### config.mk
export PLATFORM = sky130hd
export DESIGN_NAME = mem_dmem_ctrl
export DESIGN_NICKNAME = d
export VERILOG_FILES = /design/src/rtl/mem_dmem_ctrl_pkg.sv /design/src/rtl/mem_dmem_align.sv /design/src/rtl/mem_dmem_ctrl.sv
export SDC_FILE = /design/constraint.sdc
export NUM_CORES = 1
export LEC_CHECK = 0
export BUFFER_PORTS_ARGS = -buffer_cell sky130_fd_sc_hd__buf_4
export CAP_MARGIN = 20
export CORE_ASPECT_RATIO = 0.75
export CORE_MARGIN = 2
export CORE_UTILIZATION = 40
export DETAILED_ROUTE_END_ITERATION = 8
export PLACE_DENSITY = 0.75
export SLEW_MARGIN = 20
export SYNTH_ARGS = -nofsm -noshare
export SYNTH_HDL_FRONTEND = slang
export SYNTH_HIERARCHICAL = 1
export SYNTH_SLANG_ARGS = --single-unit
### constraint.sdc
create_clock -name clk -period 2.15 [get_ports clk]
set_clock_uncertainty 0.05 [all_clocks]
set_input_delay 0 -clock clk [delete_from_list [all_inputs] [get_ports clk]]
set_output_delay 0 -clock clk [all_outputs]
set_load 0.1 [all_outputs]
### src/rtl/mem_dmem_ctrl_pkg.sv
// rtl/mem_dmem_ctrl_pkg.sv - shared types for the memory-stage data-memory initiator
package mem_dmem_ctrl_pkg;

   typedef enum logic [1:0] {
      IDLE = 2'd0,
      BUSY = 2'd1,
      DONE = 2'd2
   } dmem_state_t;

   typedef enum logic [2:0] {
      lb  = 3'b000,
      lh  = 3'b001,
      lw  = 3'b010,
      lbu = 3'b100,
      lhu = 3'b101
   } load_funct3_t;

   typedef enum logic [2:0] {
      sb = 3'b000,
      sh = 3'b001,
      sw = 3'b010
   } store_funct3_t;

   // Access width lives in funct3[1:0] for both loads and stores.
   function automatic logic [3:0] base_mask(input logic [1:0] width);
      case (width)
         2'b00:   return 4'b0001;
         2'b01:   return 4'b0011;
         default: return 4'b1111;
      endcase
   endfunction

endpackage

### src/rtl/mem_dmem_align.sv
// rtl/mem_dmem_align.sv - byte-lane mask, store lane placement, load extension, misalign detect
module dmem_align
   import mem_dmem_ctrl_pkg::*;
(
   input  logic [2:0]  funct3,
   input  logic [1:0]  off,
   input  logic [31:0] wdata,
   output logic [3:0]  mask,
   output logic [31:0] wdata_lane,
   output logic        misaligned,
   input  logic [2:0]  ext_funct3,
   input  logic [1:0]  ext_off,
   input  logic [31:0] rdata,
   output logic [31:0] rdata_ext
);

   logic [31:0] shifted;

   always_comb begin
      mask = base_mask(funct3[1:0]) << off;
      case (funct3[1:0])
         2'b00: begin
            wdata_lane = {4{wdata[7:0]}};
            misaligned = 1'b0;
         end
         2'b01: begin
            wdata_lane = {2{wdata[15:0]}};
            misaligned = off[0];
         end
         default: begin
            wdata_lane = wdata;
            misaligned = (off != 2'b00);
         end
      endcase
   end

   // Load extension works on the registered width/offset of the outstanding request.
   always_comb begin
      shifted = rdata >> {ext_off, 3'b000};
      case (load_funct3_t'(ext_funct3))
         lb:      rdata_ext = {{24{shifted[7]}}, shifted[7:0]};
         lbu:     rdata_ext = {24'd0, shifted[7:0]};
         lh:      rdata_ext = {{16{shifted[15]}}, shifted[15:0]};
         lhu:     rdata_ext = {16'd0, shifted[15:0]};
         default: rdata_ext = shifted;
      endcase
   end

endmodule

### src/rtl/mem_dmem_ctrl.sv
// rtl/mem_dmem_ctrl.sv - MEM-stage data cache initiator with load extension and pipeline stall
module mem_dmem_ctrl
   import mem_dmem_ctrl_pkg::*;
#(
   parameter int XLEN = 32
) (
   input  logic            clk,
   input  logic            rst,
   input  logic            valid_i,
   input  logic            mem_read_i,
   input  logic            mem_write_i,
   input  logic [2:0]      funct3_i,
   input  logic [XLEN-1:0] addr_i,
   input  logic [XLEN-1:0] wdata_i,
   input  logic            ext_stall_i,
   output logic            dmem_read,
   output logic            dmem_write,
   output logic [XLEN-1:0] dmem_address,
   output logic [XLEN-1:0] dmem_wdata,
   output logic [3:0]      dmem_wmask,
   input  logic [XLEN-1:0] dmem_rdata,
   input  logic            dmem_resp,
   output logic [XLEN-1:0] rdata_o,
   output logic [3:0]      rmask_o,
   output logic [3:0]      wmask_o,
   output logic            stall_o,
   output logic            mem_wb_load_o,
   output logic            misaligned_o
);

   dmem_state_t     state;
   logic [2:0]      funct3_q;
   logic [1:0]      off_q;
   logic [3:0]      req_mask;
   logic [XLEN-1:0] req_wdata;
   logic [XLEN-1:0] ext_rdata;
   logic            misaligned;
   logic            mem_op;
   logic            start;

   dmem_align u_align (
      .funct3     (funct3_i),
      .off        (addr_i[1:0]),
      .wdata      (wdata_i),
      .mask       (req_mask),
      .wdata_lane (req_wdata),
      .misaligned (misaligned),
      .ext_funct3 (funct3_q),
      .ext_off    (off_q),
      .rdata      (dmem_rdata),
      .rdata_ext  (ext_rdata)
   );

   assign mem_op        = valid_i && (mem_read_i || mem_write_i);
   assign start         = (state == IDLE) && mem_op && !misaligned;
   assign stall_o       = !rst && (start || state == BUSY);
   assign mem_wb_load_o = !stall_o && !ext_stall_i;
   assign misaligned_o  = !rst && (state == IDLE) && mem_op && misaligned;

   always_ff @(posedge clk) begin
      if (rst) begin
         state        <= IDLE;
         dmem_read    <= 1'b0;
         dmem_write   <= 1'b0;
         dmem_address <= '0;
         dmem_wdata   <= '0;
         dmem_wmask   <= 4'b0000;
         funct3_q     <= 3'b000;
         off_q        <= 2'b00;
         rdata_o      <= '0;
         rmask_o      <= 4'b0000;
         wmask_o      <= 4'b0000;
      end else begin
         case (state)
            IDLE: begin
               if (start) begin
                  dmem_address <= {addr_i[XLEN-1:2], 2'b00};
                  dmem_wdata   <= req_wdata;
                  dmem_wmask   <= req_mask;
                  funct3_q     <= funct3_i;
                  off_q        <= addr_i[1:0];
                  dmem_read    <= mem_read_i;
                  dmem_write   <= !mem_read_i;
                  state        <= BUSY;
               end
            end
            BUSY: begin
               if (dmem_resp) begin
                  dmem_read  <= 1'b0;
                  dmem_write <= 1'b0;
                  if (dmem_read) begin
                     rdata_o <= ext_rdata;
                     rmask_o <= dmem_wmask;
                     wmask_o <= 4'b0000;
                  end else begin
                     rdata_o <= '0;
                     rmask_o <= 4'b0000;
                     wmask_o <= dmem_wmask;
                  end
                  state <= DONE;
               end
            end
            DONE: begin
               // Completion data stays visible until MEM_WB is free to take it.
               if (!ext_stall_i) begin
                  rdata_o <= '0;
                  rmask_o <= 4'b0000;
                  wmask_o <= 4'b0000;
                  state   <= IDLE;
               end
            end
            default: state <= IDLE;
         endcase
      end
   end

endmodule
==> After elaboration in Yosys (flattened, before gate mapping) <==
Cells that the tools add are included.
{ "op_classes": {"eq_ne": 9, "shifts": 2, "n_mux": 24, "reduce_logical": 25} }
{ "ops": {"columns": ["op", "n"], "rows": [
  ["one-hot mux 32 bit (2 select lines)", 2],
  ["one-hot mux 32 bit (4 select lines)", 1],
  ["2-to-1 mux 32 bit", 3],
  ["right shift 32 x 5 -> 32 bit", 1],
  ["one-hot mux 4 bit (2 select lines)", 3],
  ["2-to-1 mux 4 bit", 5],
  ["AND reduction 3 bit", 3],
  ["logical AND 1 bit", 8],
  ["== test 3 bit, second input constant", 2],
  ["2-to-1 mux 2 bit", 3],
  ["inequality test 2 bit, second input constant", 3],
  ["one-hot mux 1 bit (2 select lines)", 3],
  ["one-hot mux 2 bit (3 select lines)", 1],
  ["nonzero test 2 bit", 3],
  ["logical NOT 1 bit", 5],
  ["== test 2 x 1 -> 1 bit, second input constant", 2],
  ["logical NOT 2 bit", 2],
  ["left shift 4 x 2 -> 4 bit", 1],
  ["== test 3 x 1 -> 1 bit, second input constant", 1],
  ["logical NOT 3 bit", 1],
  ["2-to-1 mux 1 bit", 3],
  ["== test 2 bit, second input constant", 1],
  ["logical OR 1 bit", 2],
  ["AND reduction 2 bit", 1]
]} }
{ "totals": {"regBits": 115, "input_bits": 106, "out_inout_bits": 113, "wordCells": 71} }

==> Depth between registers and ports, before layout <==
{ "logic_depth": {"depth_word": 8, "ltp_mapped": 9, "ltp_nobuf": 5} }

==> Modules after synthesis <==
The synthesis kept the hierarchy.
{ "by_module_without_submodules": {"columns": ["mod", "n_inst", "cells_per_inst", "area_each_um2", "seq_area_each_um2"], "rows": [
  ["mem_dmem_ctrl", 1, 470, 4683.2, 2302.2],
  ["dmem_align", 1, 164, 1223.7, 0.0]
]} }

==> Worst setup path after synthesis <==
No wires, ideal clock.
{ "synth_path": {"path_type": "in2out", "startpoint": "input port funct3_i[1]", "endpoint": "output port stall_o", "t_arrival_ns": 2.908, "required_ns": 2.100, "slack_ns": -0.808, "stages": 9, "path_buffers": 4, "path_cell_list": "buf_2 -> clkbuf_1 -> a21oi_1 -> nor2_1 -> or3b_1 -> or2_1 -> buf_6 -> buf_6 -> a21oi_1"} }
{ "synth_via": {"elab_chain_cells": 6, "elab_cells_between_ends": 7, "cone_classes": "eq/ne: 1; mux: 1; reduce/logical: 5"} }
{ "synth_lines": {"columns": ["item", "line_no", "text"], "rows": [
  ["start, declared", "mem_dmem_ctrl.sv:12", "input logic [2:0] funct3_i,"],
  ["== test 2 x 1 -> 1 bit / logical NOT 2 bit (equally long branches)", "mem_dmem_align.sv:21", "case (funct3[1:0])"],
  ["one-hot mux 1 bit (2 select lines) *", "mem_dmem_align.sv:21", null],
  ["via misaligned", "mem_dmem_ctrl.sv:37", "logic misaligned;"],
  ["logical NOT 1 bit *", "mem_dmem_ctrl.sv:55", "assign start = (state == IDLE) && mem_op && !misaligned;"],
  ["logical AND 1 bit *", "mem_dmem_ctrl.sv:55", null],
  ["logical OR 1 bit *", "mem_dmem_ctrl.sv:56", "assign stall_o = !rst && (start || state == BUSY);"],
  ["logical AND 1 bit *", "mem_dmem_ctrl.sv:56", null],
  ["end, declared", "mem_dmem_ctrl.sv:26", "output logic stall_o,"]
]} }
Mark *: on every way through the listed nets, which the timed path passes. The rest lies on a longest branch.

==> Final worst setup path <==
{ "layout_path": {"startpoint": "register state[0]", "endpoint": "output port mem_wb_load_o"} }
{ "layout_via": {"elab_chain_cells": 7, "elab_cells_between_ends": 8, "cone_classes": "eq/ne: 1; reduce/logical: 7"} }
{ "layout_lines": {"columns": ["item", "line_no", "text"], "rows": [
  ["start, declared", "mem_dmem_ctrl.sv:31", "dmem_state_t state;"],
  ["start signal, assigned", "mem_dmem_ctrl.sv:62", "state <= IDLE;"],
  ["start signal, assigned", "mem_dmem_ctrl.sv:84", "state <= BUSY;"],
  ["start signal, assigned", "mem_dmem_ctrl.sv:100", "state <= DONE;"],
  ["logical NOT 2 bit", "mem_dmem_ctrl.sv:55", null],
  ["logical AND 1 bit (2 in a row)", "mem_dmem_ctrl.sv:55", null],
  ["logical OR 1 bit *", "mem_dmem_ctrl.sv:56", null],
  ["logical AND 1 bit *", "mem_dmem_ctrl.sv:56", null],
  ["logical NOT 1 bit *", "mem_dmem_ctrl.sv:57", "assign mem_wb_load_o = !stall_o && !ext_stall_i;"],
  ["logical AND 1 bit *", "mem_dmem_ctrl.sv:57", null],
  ["end, declared", "mem_dmem_ctrl.sv:27", "output logic mem_wb_load_o,"]
]} }
Mark *: on every way between the ends. The rest lies on a longest branch, timed or not.

==> metrics <==
outcome=finished clean; Sw Ratio=32.3%; Critical Path Start Type=flop; GR peak layer=met1; largest net degree at the start of global routing=53; Crit path arrival time=1960 ps; Synth cell types=42; Levels on crit path=5; combinational power share=23.6%; Via density=5.70; layout cells sized above 1=39.4%; Critical-path top delay cell=or3b_2; Multi-input gate area=3160 sq um; Hold Fails Final Rpt=0; warnings from Yosys=6; Num CTS Buffers=17; Die ar.=15800 sq um; CTS tree=yes; Routed WL=19.3 mm; nets=950; sequential power share=33.5%; Finish-stage setup viols=0; sequential cell area=2300 sq um; FMAX=0.497 GHz; ys async rst share=0%; Final ANT Viol Nets=0; Total GRT Usage=23.9%; DRC=0; port bufs=216; synthesized area per cell=9.32 sq um; n_diodes=0; worst-margin pin slew=596 ps; met2 track demand over resource=34.9%; P_int=4.58 mW; most common cell after layout, fill and taps aside=buf_4; Placed Cells=985; P per Cell Area=787 nW/um^2; EDFF count, synth=0; CP Cell Sequence=or3b_2 -> buf_6 -> o21ai_1 -> a21oi_2 -> buf_4; via count=6026; row cnt=38; Clock H-tree levels=4; Final Max Slew Viols=0; gpl congestion=0.856; initial antenna violation count=0; hold path depth=4; Seq/Total Area, Yosys=39.0%; first-pass GRT wire length=29.7 mm; FF-to-FF path depth=4; TritonCTS sink count=115; GR met1 Demand/Resource=35.0%; buffers and inverters on the worst path=2; CP Class=reg -> out; Hold Path Class=in -> reg; CTS Root Cell=clkbuf_16; Skew-Pair Late Insertion Delay=400 ps; commonest cells after routing, fill and taps aside=235 x buf_4, 115 x dfxtp_1, 71 x nor4b_1, 65 x a21oi_1, 47 x a31o_1; Clock transition at path regs=60 ps; Syn Inst Count=634; CP Max Fanout=41; max-cap violation count=0; Fillers=1310; Clock power frac=42.9%; Crit path max-delay family=simple AND/OR/NAND/NOR gates; unrepaired setup endpoints after global routing=no; minimum clock period=2010 ps; Most used DFF post-synth=dfxtp_1; Psw=2.18 mW; final std cells w/o fill=1057; vias in the first global route=5518; flops & latches, synth=115; Initial Utilization=40.9%; Slew HR=60.2%; I/O pin cnt=219; Final Cell Area=8590 sq um; Wirelength per Cell=18.3 um; Die Ht=109 um; global route total overflow=0; GR Util met3=5.62%; synthesis-to-layout area growth=45.4%; HPWL after DPL=12.9 mm; TritonRoute pass-1 iters=5; Placed Area=7580 sq um; chip width=144 um; Lkg Pwr=3.41 nW; worst path required time=2100 ps; CP endpoint kind=output pin; Clock Path Buffers=2; Final period util=93.6%; initial drt markers=462; worst vdd ir=0.516 mV; Synth Cell Area=5910 sq um; Core Region=14500 sq um; CP max stage delay=500 ps
worst paths after layout:
check | from | to | slack, ps
worst min register to register | rdata_o[17] | rdata_o[17] | 410
worst max register to register | state[0] | dmem_wdata[17] | 320
worst max-delay path | state[0] | mem_wb_load_o | 140
worst min-delay path | dmem_rdata[28] | rdata_o[28] | 30
registers in the layout, indices dropped and copies added (netlist names), 2 cells and up:
name          cells
dmem_wmask        4
off_q             2
rmask_o           4
funct3_q          3
dmem_wdata       32
state             2
dmem_address     30
wmask_o           4
rdata_o          32
per-stage QoR:
step | total power, mW | worst slack, ps | util [%] | hold WS, ps | TNS, ps
after CTS | 6.80 | 35.8 | 59.4 | 5.06 | 0
after detailed placement | 3.83 | 213 | 52.4 | 262 | 0
after global placement | 3.82 | 229 | 52.4 | 257 | 0
final | 6.76 | 138 | 59.4 | 27.9 | 0
after global routing | 6.99 | 29.0 | 59.4 | 31.2 | 0
after floorplan | 3.41 | -246 | - | 89.9 | -246
power by group through the flow:
| stage | clock network, mW | logic [mW] | registers, mW |
|---|---|---|---|
| finish | 2.90 | 1.59 | 2.27 |
| global route | 3.05 | 1.67 | 2.28 |
| CTS | 2.96 | 1.58 | 2.27 |
| detailed placement | 0 | 1.52 | 2.31 |
| global placement | 0 | 1.51 | 2.31 |
| floorplan | 0 | 0.601 | 2.81 |
per-layer routing:
layer	wire length, um	vias up
met5	0	-
met4	250	0
met3	1390	22
met2	8570	263
met1	9130	2888
li1	-	2853
cells by family after synthesis:
logic type / after synthesis / share of synthesized area (%)
flops: 115 / 39.0
buf+inv: 92 / 7.94
simple gates: 204 / 23.5
mux: 44 / 7.99
xor+xnor: 1 / 0.148
compound gates: 177 / 21.4
other cells: 1 / 0.0635
layout make-up:
type	count	share of cell area, %
Inverter	1	0.0437
Clock inverter	14	2.07
Multi-Input combinational cell	428	36.8
Tap cell	200	2.91
Timing Repair Buffer	281	26.4
Clock buffer	18	5.00
Sequential cell	115	26.8
synthesized netlist by cell type, drive strengths merged, types with 8 or more instances:
cell type	number	share of area, %
nor2	10	0.85
o21ai	11	0.93
nand2	10	0.64
or2	11	1.2
o22ai	8	0.85
o2bb2ai	8	1.2
dfxtp	115	39
a21oi	67	5.7
buf	38	4.5
mux2i	25	4.2
mux2	19	3.7
nand4	36	3.8
nand3	40	3.4
nor2b	10	1.1
clkbuf	53	3.4
a31o	71	11
nor4b	71	11
tightest hold or removal path, stage by stage:
cell and delay, ps:
buf_4 120, o2bb2ai_1 140, nand4_1 100, a21oi_1 60
timing repair:
item	4_1_cts	5_1_grt
hold endpoints to repair	41	0
buffers inserted	0	0
resized for setup	1	2
hold buffers	40	0
pin swaps	0	0
endpoints found under the setup margin	1	2
No activity file was read; power rests on OpenSTA's default activity.
